File: config.mk
export PLATFORM = sky130hd
export DESIGN_NAME = window_match_tracker
export DESIGN_NICKNAME = d
export VERILOG_FILES = /design/src/rtl/window_match_tracker.sv
export SDC_FILE = /design/constraint.sdc
export NUM_CORES = 1
export LEC_CHECK = 0
export CORE_MARGIN = 5
export CORE_UTILIZATION = 35
export DETAILED_ROUTE_END_ITERATION = 8
export PLACE_DENSITY_LB_ADDON = 0.15
export SLEW_MARGIN = 20
export SYNTH_ARGS = -nofsm -noshare
export SYNTH_HDL_FRONTEND = slang
export SYNTH_SLANG_ARGS = --single-unit
File: constraint.sdc
create_clock -name CLK -period 2.2 [get_ports CLK]
set_input_delay 0.44 -clock CLK [delete_from_list [all_inputs] [get_ports CLK]]
set_output_delay 0.44 -clock CLK [all_outputs]
set_load 0.02 [all_outputs]
File: src/rtl/window_match_tracker.sv
// Windowed |A-B| comparator with hit/miss hysteresis lock FSM (2-edge latency to match).
// Optional macro PROX_SENTINEL_EN: samples carrying SENT_A on A or SENT_B on B are ignored.
module window_match_tracker #(
   parameter int W          = 10,
   parameter int HIT_COUNT  = 4,
   parameter int MISS_COUNT = 4,
   parameter int SENT_A     = 100,
   parameter int SENT_B     = 0
) (
   input  logic         CLK,
   input  logic         RST,
   input  logic         CLR,
   input  logic         in_valid,
   input  logic [W-1:0] Data_in_A,
   input  logic [W-1:0] Data_in_B,
   input  logic [W-1:0] TOL,
   output logic [W:0]   abs_diff,
   output logic         diff_valid,
   output logic         in_window,
   output logic         match,
   output logic         lock_rise,
   output logic         lock_fall,
   output logic [1:0]   dbg_state
);

   localparam int MAXC = (HIT_COUNT > MISS_COUNT) ? HIT_COUNT : MISS_COUNT;
   localparam int CW   = $clog2(MAXC + 1);
   localparam logic [CW-1:0] HIT_LAST  = CW'(HIT_COUNT - 1);
   localparam logic [CW-1:0] MISS_LAST = CW'(MISS_COUNT - 1);

   typedef enum logic [1:0] {
      UNLOCKED  = 2'd0,
      ACQUIRING = 2'd1,
      LOCKED    = 2'd2,
      RELEASING = 2'd3
   } state_t;

   state_t        state_q;
   logic [CW-1:0] cnt_q;
   logic [W:0]    abs_diff_q;
   logic          diff_valid_q;
   logic          in_window_q;
   logic          match_q;
   logic          lock_rise_q;
   logic          lock_fall_q;

   logic          sample_ok;
   logic [W:0]    diff_d;
   logic          win_d;

`ifdef PROX_SENTINEL_EN
   localparam logic [W-1:0] SENT_A_V = W'(SENT_A);
   localparam logic [W-1:0] SENT_B_V = W'(SENT_B);
`else
   logic unused_sent;
   assign unused_sent = ^{W'(SENT_A), W'(SENT_B)};
`endif

   // Difference is formed in W+1 bits so the full-scale case never wraps.
   always_comb begin
      sample_ok = in_valid;
`ifdef PROX_SENTINEL_EN
      if ((Data_in_A == SENT_A_V) || (Data_in_B == SENT_B_V)) sample_ok = 1'b0;
`endif
      if (Data_in_A >= Data_in_B) diff_d = {1'b0, Data_in_A} - {1'b0, Data_in_B};
      else                        diff_d = {1'b0, Data_in_B} - {1'b0, Data_in_A};
      win_d = (diff_d < {1'b0, TOL});
   end

   always_ff @(posedge CLK or posedge RST) begin
      if (RST) begin
         state_q      <= UNLOCKED;
         cnt_q        <= '0;
         abs_diff_q   <= '0;
         diff_valid_q <= 1'b0;
         in_window_q  <= 1'b0;
         match_q      <= 1'b0;
         lock_rise_q  <= 1'b0;
         lock_fall_q  <= 1'b0;
      end else if (CLR) begin
         state_q      <= UNLOCKED;
         cnt_q        <= '0;
         abs_diff_q   <= '0;
         diff_valid_q <= 1'b0;
         in_window_q  <= 1'b0;
         match_q      <= 1'b0;
         lock_rise_q  <= 1'b0;
         lock_fall_q  <= 1'b0;
      end else begin
         lock_rise_q  <= 1'b0;
         lock_fall_q  <= 1'b0;
         diff_valid_q <= sample_ok;
         if (sample_ok) begin
            abs_diff_q  <= diff_d;
            in_window_q <= win_d;
         end
         // Stage 2 only advances on a delayed-valid sample; gaps freeze cnt.
         if (diff_valid_q) begin
            case (state_q)
               UNLOCKED: begin
                  if (in_window_q) begin
                     if (HIT_COUNT == 1) begin
                        state_q     <= LOCKED;
                        match_q     <= 1'b1;
                        lock_rise_q <= 1'b1;
                        cnt_q       <= '0;
                     end else begin
                        state_q <= ACQUIRING;
                        cnt_q   <= CW'(1);
                     end
                  end
               end
               ACQUIRING: begin
                  if (!in_window_q) begin
                     state_q <= UNLOCKED;
                     cnt_q   <= '0;
                  end else if (cnt_q == HIT_LAST) begin
                     state_q     <= LOCKED;
                     match_q     <= 1'b1;
                     lock_rise_q <= 1'b1;
                     cnt_q       <= '0;
                  end else begin
                     cnt_q <= cnt_q + CW'(1);
                  end
               end
               LOCKED: begin
                  if (in_window_q) begin
                     cnt_q <= '0;
                  end else if (MISS_COUNT == 1) begin
                     state_q     <= UNLOCKED;
                     match_q     <= 1'b0;
                     lock_fall_q <= 1'b1;
                     cnt_q       <= '0;
                  end else begin
                     state_q <= RELEASING;
                     cnt_q   <= CW'(1);
                  end
               end
               RELEASING: begin
                  if (in_window_q) begin
                     state_q <= LOCKED;
                     cnt_q   <= '0;
                  end else if (cnt_q == MISS_LAST) begin
                     state_q     <= UNLOCKED;
                     match_q     <= 1'b0;
                     lock_fall_q <= 1'b1;
                     cnt_q       <= '0;
                  end else begin
                     cnt_q <= cnt_q + CW'(1);
                  end
               end
               default: begin
                  state_q <= UNLOCKED;
                  match_q <= 1'b0;
                  cnt_q   <= '0;
               end
            endcase
         end
      end
   end

   assign abs_diff   = abs_diff_q;
   assign diff_valid = diff_valid_q;
   assign in_window  = in_window_q;
   assign match      = match_q;
   assign lock_rise  = lock_rise_q;
   assign lock_fall  = lock_fall_q;
   assign dbg_state  = state_q;

endmodule

Word level (Yosys, flattened, before mapping)
Index checks and enable logic that the tools add are counted.
{"block": "totals", "ff_bits": 21, "inputBits": 34, "output_inout_bits": 18, "word_cells": 71}
{"block": "op_classes", "addsub": 3, "order_cmp": 2, "n_eq_ne": 12, "n_mux": 39, "reduce_logical": 7}
{"cell": "$mux 11", "count": 3}
{"cell": "$sub 10x10->11", "count": 2}
{"cell": "$mux 1", "count": 19}
{"cell": "$mux 3", "count": 6}
{"cell": "$ne 3x3->1 const B", "count": 6}
{"cell": "$mux 2", "count": 8}
{"cell": "$pmux 3 s4", "count": 1}
{"cell": "$lt 11x10->1", "count": 1}
{"cell": "$ge 10x10->1", "count": 1}
{"cell": "$ne 4x4->1 const B", "count": 2}
{"cell": "$pmux 2 s4", "count": 1}
{"cell": "$reduce_and 6->1", "count": 1}
{"cell": "$reduce_and 5->1", "count": 1}
{"cell": "$eq 2x2->1 const B", "count": 2}
{"cell": "$reduce_bool 2->1", "count": 2}
{"cell": "$add 3x1->3 const B", "count": 1}
{"cell": "$eq 3x2->1 const B", "count": 1}
{"cell": "$reduce_bool 3->1", "count": 1}
{"cell": "$eq 2x1->1 const B", "count": 1}
{"cell": "$logic_not 2->1", "count": 1}
{"cell": "$pmux 1 s2", "count": 1}
{"cell": "$reduce_and 2->1", "count": 1}

Logic depth before layout (Yosys ltp)
{"block": "depth", "depth_word": 6, "depth_mapped": 17, "mapped_depth_nobuf": 17}

Least setup slack after synthesis
Ideal clock, no wire load.
{"block": "synth_path", "path_type": "in2reg", "from": "in Data_in_A[0]", "to": "reg in_window_q, in the netlist in_window", "setup_ns": 0.120, "arrival_ns": 3.027, "t_required_ns": 2.080, "setup_slack_ns": -0.947, "stages": 17, "path_buffers": 0, "cell_sequence": "inv_1 ha_1 inv_1 fa_1 a21o_1 a221oi_1 o21ai_0 a21oi_1 or2_1 xnor2_1 ha_1 o21ai_0 nor2_1 o21ai_0 a31oi_1 nor3b_1 a31o_1"}
{"block": "synth_via", "elab_chain_len": 5, "elab_cells_between_ends": 7, "cone_classes": "add/sub: 2; order compare: 2; mux: 3"}
{"element": "start: declaration", "line": "14", "rtl": "input logic [W-1:0] Data_in_A,"}
{"element": "$sub 10x10->11 (tied with other cells)", "line": "66", "rtl": "else diff_d = {1'b0, Data_in_B} - {1'b0, Data_in_A};"}
{"element": "$mux 11 *", "line": "65", "rtl": "if (Data_in_A >= Data_in_B) diff_d = {1'b0, Data_in_A} - {1'b0, Data_in_B};"}
{"element": "$lt 11x10->1 *", "line": "67", "rtl": "win_d = (diff_d < {1'b0, TOL});"}
{"element": "$mux 1 *", "line": "93", "rtl": "if (sample_ok) begin"}
{"element": "$mux 1 *", "line": "80", "rtl": "end else if (CLR) begin"}
{"element": "end signal: assignment", "line": "95", "rtl": "in_window_q <= win_d;"}
{"element": "end: declaration", "line": "42", "rtl": "logic in_window_q;"}
Mark *: on every way between the ends. The rest lies on a longest branch, timed or not. The select of a mux whose other input is x is not followed.
A chain may end at the register's enable or synchronous reset.

Worst setup path after layout
{"block": "layout_path", "from": "in Data_in_B[1]", "to": "reg in_window_q, in the netlist in_window"}
{"block": "layout_via", "elab_chain_len": 5, "elab_cells_between_ends": 7, "cone_classes": "add/sub: 2; order compare: 2; mux: 3"}
{"element": "start: declaration", "line": "15", "rtl": "input logic [W-1:0] Data_in_B,"}
{"element": "$sub 10x10->11 (tied with other cells)", "line": "66"}
{"element": "$mux 11 *", "line": "65"}
{"element": "$lt 11x10->1 *", "line": "67"}
{"element": "$mux 1 *", "line": "93"}
{"element": "$mux 1 *", "line": "80"}
Marked as above.

==> insert_results.sql <==
INSERT INTO impl_metrics (metric_group, metric, value, unit) VALUES
('status', 'run_status', 'finished, violations left', ''),
('status', 'failed_checks', 'setup timing', ''),
('power', 'vdd.ir_drop.worst', '0.177', 'mV'),
('global_routing', 'antenna_found_initial', '0', ''),
('logic_synthesis', 'synth_top_family_by_area', 'compound AO/OA/AOI/OAI gates', ''),
('detailed_routing', 'routed_via_density', '4.97', ''),
('timing', 'relSlewSlack', '71.0', '%'),
('timing', 'worst_slack', '-0.904', 'ns'),
('job', 'maxCapViolCount', '0', ''),
('setup_path', 'critPathMaxStageDelay', '0.42', 'ns'),
('global_routing', 'grt-ovfl-total', '0', ''),
('logic_synthesis', 'ys_seq_area_share', '22.2', '%'),
('floorplan', 'horizontal_die_dimension', '92.3', 'µm'),
('cells_and_area', 'num-fill-cells', '586', ''),
('setup_path', 'cp_top_family', 'compound AO/OA/AOI/OAI gates', ''),
('logic_synthesis', 'synth-main-ff-cell', 'sky130_fd_sc_hd__dfrtp_1', ''),
('placed_design', 'preCtsSetupSlack', '-1.66', 'ns'),
('detailed_routing', 'wl', '6670', 'µm'),
('cells_and_area', 'syn2layout_area_growth', '68.4', '%'),
('global_routing', 'track_usage', '15.3', '%'),
('power', 'power_switching', '625', 'µW'),
('logic_synthesis', 'synthArstFlopShare', '100', '%'),
('power', 'relative_contribution_of_the_clock_network_to_total_power', '14.4', '%'),
('timing', 'grt_setup_unrepaired', 'yes', ''),
('setup_path', 'path_class', 'primary input to flip-flop', ''),
('timing', 'final.setup_skew', '0.00531', 'ns'),
('logic_synthesis', 'simple_gate_share_of_the_synthesized_area', '19.3', '%'),
('setup_path', 'critical_path_buf_inv_count', '2', ''),
('logic_synthesis', 'post_synth_xor_area_fraction', '2.59', '%'),
('logic_synthesis', 'synth_area_per_cell', '8.55', 'µm²'),
('cells_and_area', 'final_layout_size_suffix_gt1_share', '44.9', '%'),
('detailed_routing', 'first_iteration_detailed_routing_drc_count', '53', ''),
('logic_synthesis', 'post_synth_num_cell_types', '57', ''),
('worst_hold_path', 'hold_class', 'flip-flop to flip-flop', ''),
('floorplan', 'die_area', '8510', 'µm²'),
('setup_path', 'critical_path.cell_chain', 'buf_2 -> ha_4 -> nor2b_4 -> o31a_1 -> o41a_1 -> buf_6 -> o21ai_2 -> and2_4 -> xor2_1 -> ha_1 -> nor3_2 -> nor2_1 -> o21ai_1 -> a31oi_1 -> nor3b_1 -> a31o_1', ''),
('timing', 'finalCriticalPeriod', '3.10', 'ns'),
('floorplan', 'core_box_area', '6680', 'µm²'),
('clock_tree', 'cts_sinks', '21', ''),
('setup_path', 'required', '2.40', 'ns'),
('cells_and_area', 'final_core_utilization', '59.7', '%'),
('logic_synthesis', 'synth_mux_area_share', '1.27', '%'),
('timing', 'min_period_over_period', '141', '%'),
('cells_and_area', 'layout_common_cells', '70 x sky130_fd_sc_hd__buf_4, 31 x sky130_fd_sc_hd__clkdlybuf4s50_1, 23 x sky130_fd_sc_hd__inv_1', ''),
('setup_path', 'worstReg2RegStart', 'cnt_q[0]$_DFFE_PP0P_', ''),
('clock_tree', 'clock_tree.buffer_depth', '2', ''),
('timing', 'final-hold-violation-count', '0', ''),
('placed_design', 'hpwlAfterDp', '5140', 'µm'),
('global_routing', 'maximum_number_of_pins_on_one_net_before_global_route_repair', '31', ''),
('timing', 'maximum_achievable_frequency', '322', 'MHz'),
('clock_tree', 'cts_root_buf', 'sky130_fd_sc_hd__clkbuf_8', ''),
('floorplan', 'die_span_y', '92.3', 'µm'),
('floorplan', 'top_level_ports', '52', ''),
('global_routing', 'grt_first_pass_wirelength', '10900', 'µm'),
('logic_synthesis', 'synth_fa_ha_area_share', '17.5', '%'),
('global_routing', 'vias_in_the_first_global_route', '2388', ''),
('logic_synthesis', 'fraction_of_the_mapped_netlist_area_in_compound_gates', '28.2', '%'),
('logic_synthesis', 'synthDominantAreaCellType', 'sky130_fd_sc_hd__dfrtp_1', ''),
('worst_hold_path', 'hp-start', 'cnt_q[2]$_DFFE_PP0P_', ''),
('logic_synthesis', 'netlist_top_cells_area', 'sky130_fd_sc_hd__dfrtp_1 22%, sky130_fd_sc_hd__ha_1 16%, sky130_fd_sc_hd__inv_1 5.7%', ''),
('logic_synthesis', 'number_of_flops_mapped_to_enable_cells_by_yosys', '0', ''),
('timing', 'finalSetupViolations', '6', ''),
('power', 'internal-power', '1100', 'µW'),
('clock_tree', 'htree_levels', '1', ''),
('logic_synthesis', 'synthesis.area', '2370', 'µm²'),
('floorplan', 'fp-row-count', '30', ''),
('power', 'power_switching_share', '36.2', '%'),
('clock_tree', 'hold_buffer_count_at_cts', '0', ''),
('clock_tree', 'cts.reportedPaths.clkPinSlew', '0.08', 'ns'),
('power', 'power_leakage', '0.00183', 'µW'),
('cells_and_area', 'final_common_cell', 'sky130_fd_sc_hd__buf_4', '');
layout make-up:
cell class	instances	area, µm²	share of cell area, %
clock buffers	3	41.3	1.04
inverters	36	163	4.08
repair buffers	135	1150	28.7
clock inverters	1	5.00	0.125
flip-flops and latches	21	526	13.2
well taps	80	100	2.51
multi-input cells	207	2010	50.3
path summary, 6_finish.rpt:
kind                       depth (start not counted)                      end  slack, ns
max                                               16    in_window$_DFFE_PP0P_      -0.90
min                                                1     cnt_q[2]$_DFFE_PP0P_       0.49
max reg2reg                                        6        match$_DFFE_PP0P_       0.72
min reg2reg                                        1     cnt_q[2]$_DFFE_PP0P_       0.49
max in group asynchronous                          3  abs_diff[2]$_DFFE_PP0P_       1.48
min in group asynchronous                          3    in_window$_DFFE_PP0P_       0.51
per-layer routing:
metal	up-vias	wire length (µm)	GRT usage, %
li1	1239	-	-
met1	1104	2980	19.4
met2	48	3300	27.4
met3	9	304	2.05
met4	0	74	3.71
met5	-	0	0
logic make-up (layout without fill, tap and decap cells):
group	after synthesis	in the layout
simple gates	84	84
compound gates	81	81
buf+inv	49	175
fa+ha+maj	32	32
flops	21	21
xor+xnor	7	7
mux	3	3
registers in the layout, summed over array words and instances (netlist names):
name        count
lock_rise       1
diff_valid      1
abs_diff       11
lock_fall       1
in_window       1
match           1
cnt_q           3
dbg_state       2
per-stage QoR:
stage	hold slack [ns]	cell area [µm²]	power (µW)	setup TNS (ns)	cells
after floorplan	0.417	2560	949	-1.06	277
after global placement	0.473	3540	1290	-9.11	456
after detailed placement	0.477	3540	1300	-9.55	456
after CTS	0.495	3850	1670	-3.25	473
after global routing	0.529	3990	1850	-2.65	483
final	0.493	3990	1730	-2.04	483
synth_stat cells (2+ instances only):
cell,count
sky130_fd_sc_hd__inv_1,36
sky130_fd_sc_hd__ha_1,30
sky130_fd_sc_hd__dfrtp_1,21
sky130_fd_sc_hd__nor2_1,20
sky130_fd_sc_hd__a21oi_1,14
sky130_fd_sc_hd__nand2_1,13
sky130_fd_sc_hd__o21ai_0,11
sky130_fd_sc_hd__nor2b_1,10
sky130_fd_sc_hd__nor3_1,9
sky130_fd_sc_hd__a21o_1,7
sky130_fd_sc_hd__a211oi_1,6
sky130_fd_sc_hd__and2_1,6
sky130_fd_sc_hd__nand3_1,6
sky130_fd_sc_hd__buf_2,5
sky130_fd_sc_hd__clkbuf_1,5
sky130_fd_sc_hd__o21a_1,5
sky130_fd_sc_hd__o21bai_1,5
sky130_fd_sc_hd__xnor2_1,5
sky130_fd_sc_hd__o211ai_1,4
sky130_fd_sc_hd__or2_1,4
sky130_fd_sc_hd__a2111oi_2,3
sky130_fd_sc_hd__a311oi_1,3
sky130_fd_sc_hd__a31oi_1,3
sky130_fd_sc_hd__and3_1,3
sky130_fd_sc_hd__buf_6,3
sky130_fd_sc_hd__mux2i_1,3
sky130_fd_sc_hd__a221oi_1,2
sky130_fd_sc_hd__fa_1,2
sky130_fd_sc_hd__nand2b_1,2
sky130_fd_sc_hd__nor4b_1,2
sky130_fd_sc_hd__o2111ai_1,2
sky130_fd_sc_hd__xor2_1,2
timing repair:
| item | in CTS | in global routing |
|---|---|---|
| gates resized for setup | 84 | 64 |
| cloned | 0 | 0 |
| buffers inserted | 13 | 11 |
| setup endpoints to repair | 11 | 11 |
| hold endpoints to repair | 0 | 0 |
| pin swaps | 39 | 39 |
power groups by stage:
| stage | clock (µW) | sequential [µW] | combinational [µW] |
|---|---|---|---|
| CTS | 260 | 430 | 977 |
| finish | 249 | 430 | 1050 |
| global placement | 0 | 438 | 849 |
| detailed placement | 0 | 438 | 861 |
| floorplan | 0 | 467 | 482 |
| global route | 275 | 434 | 1140 |
Power figures use the tool's default switching activity.
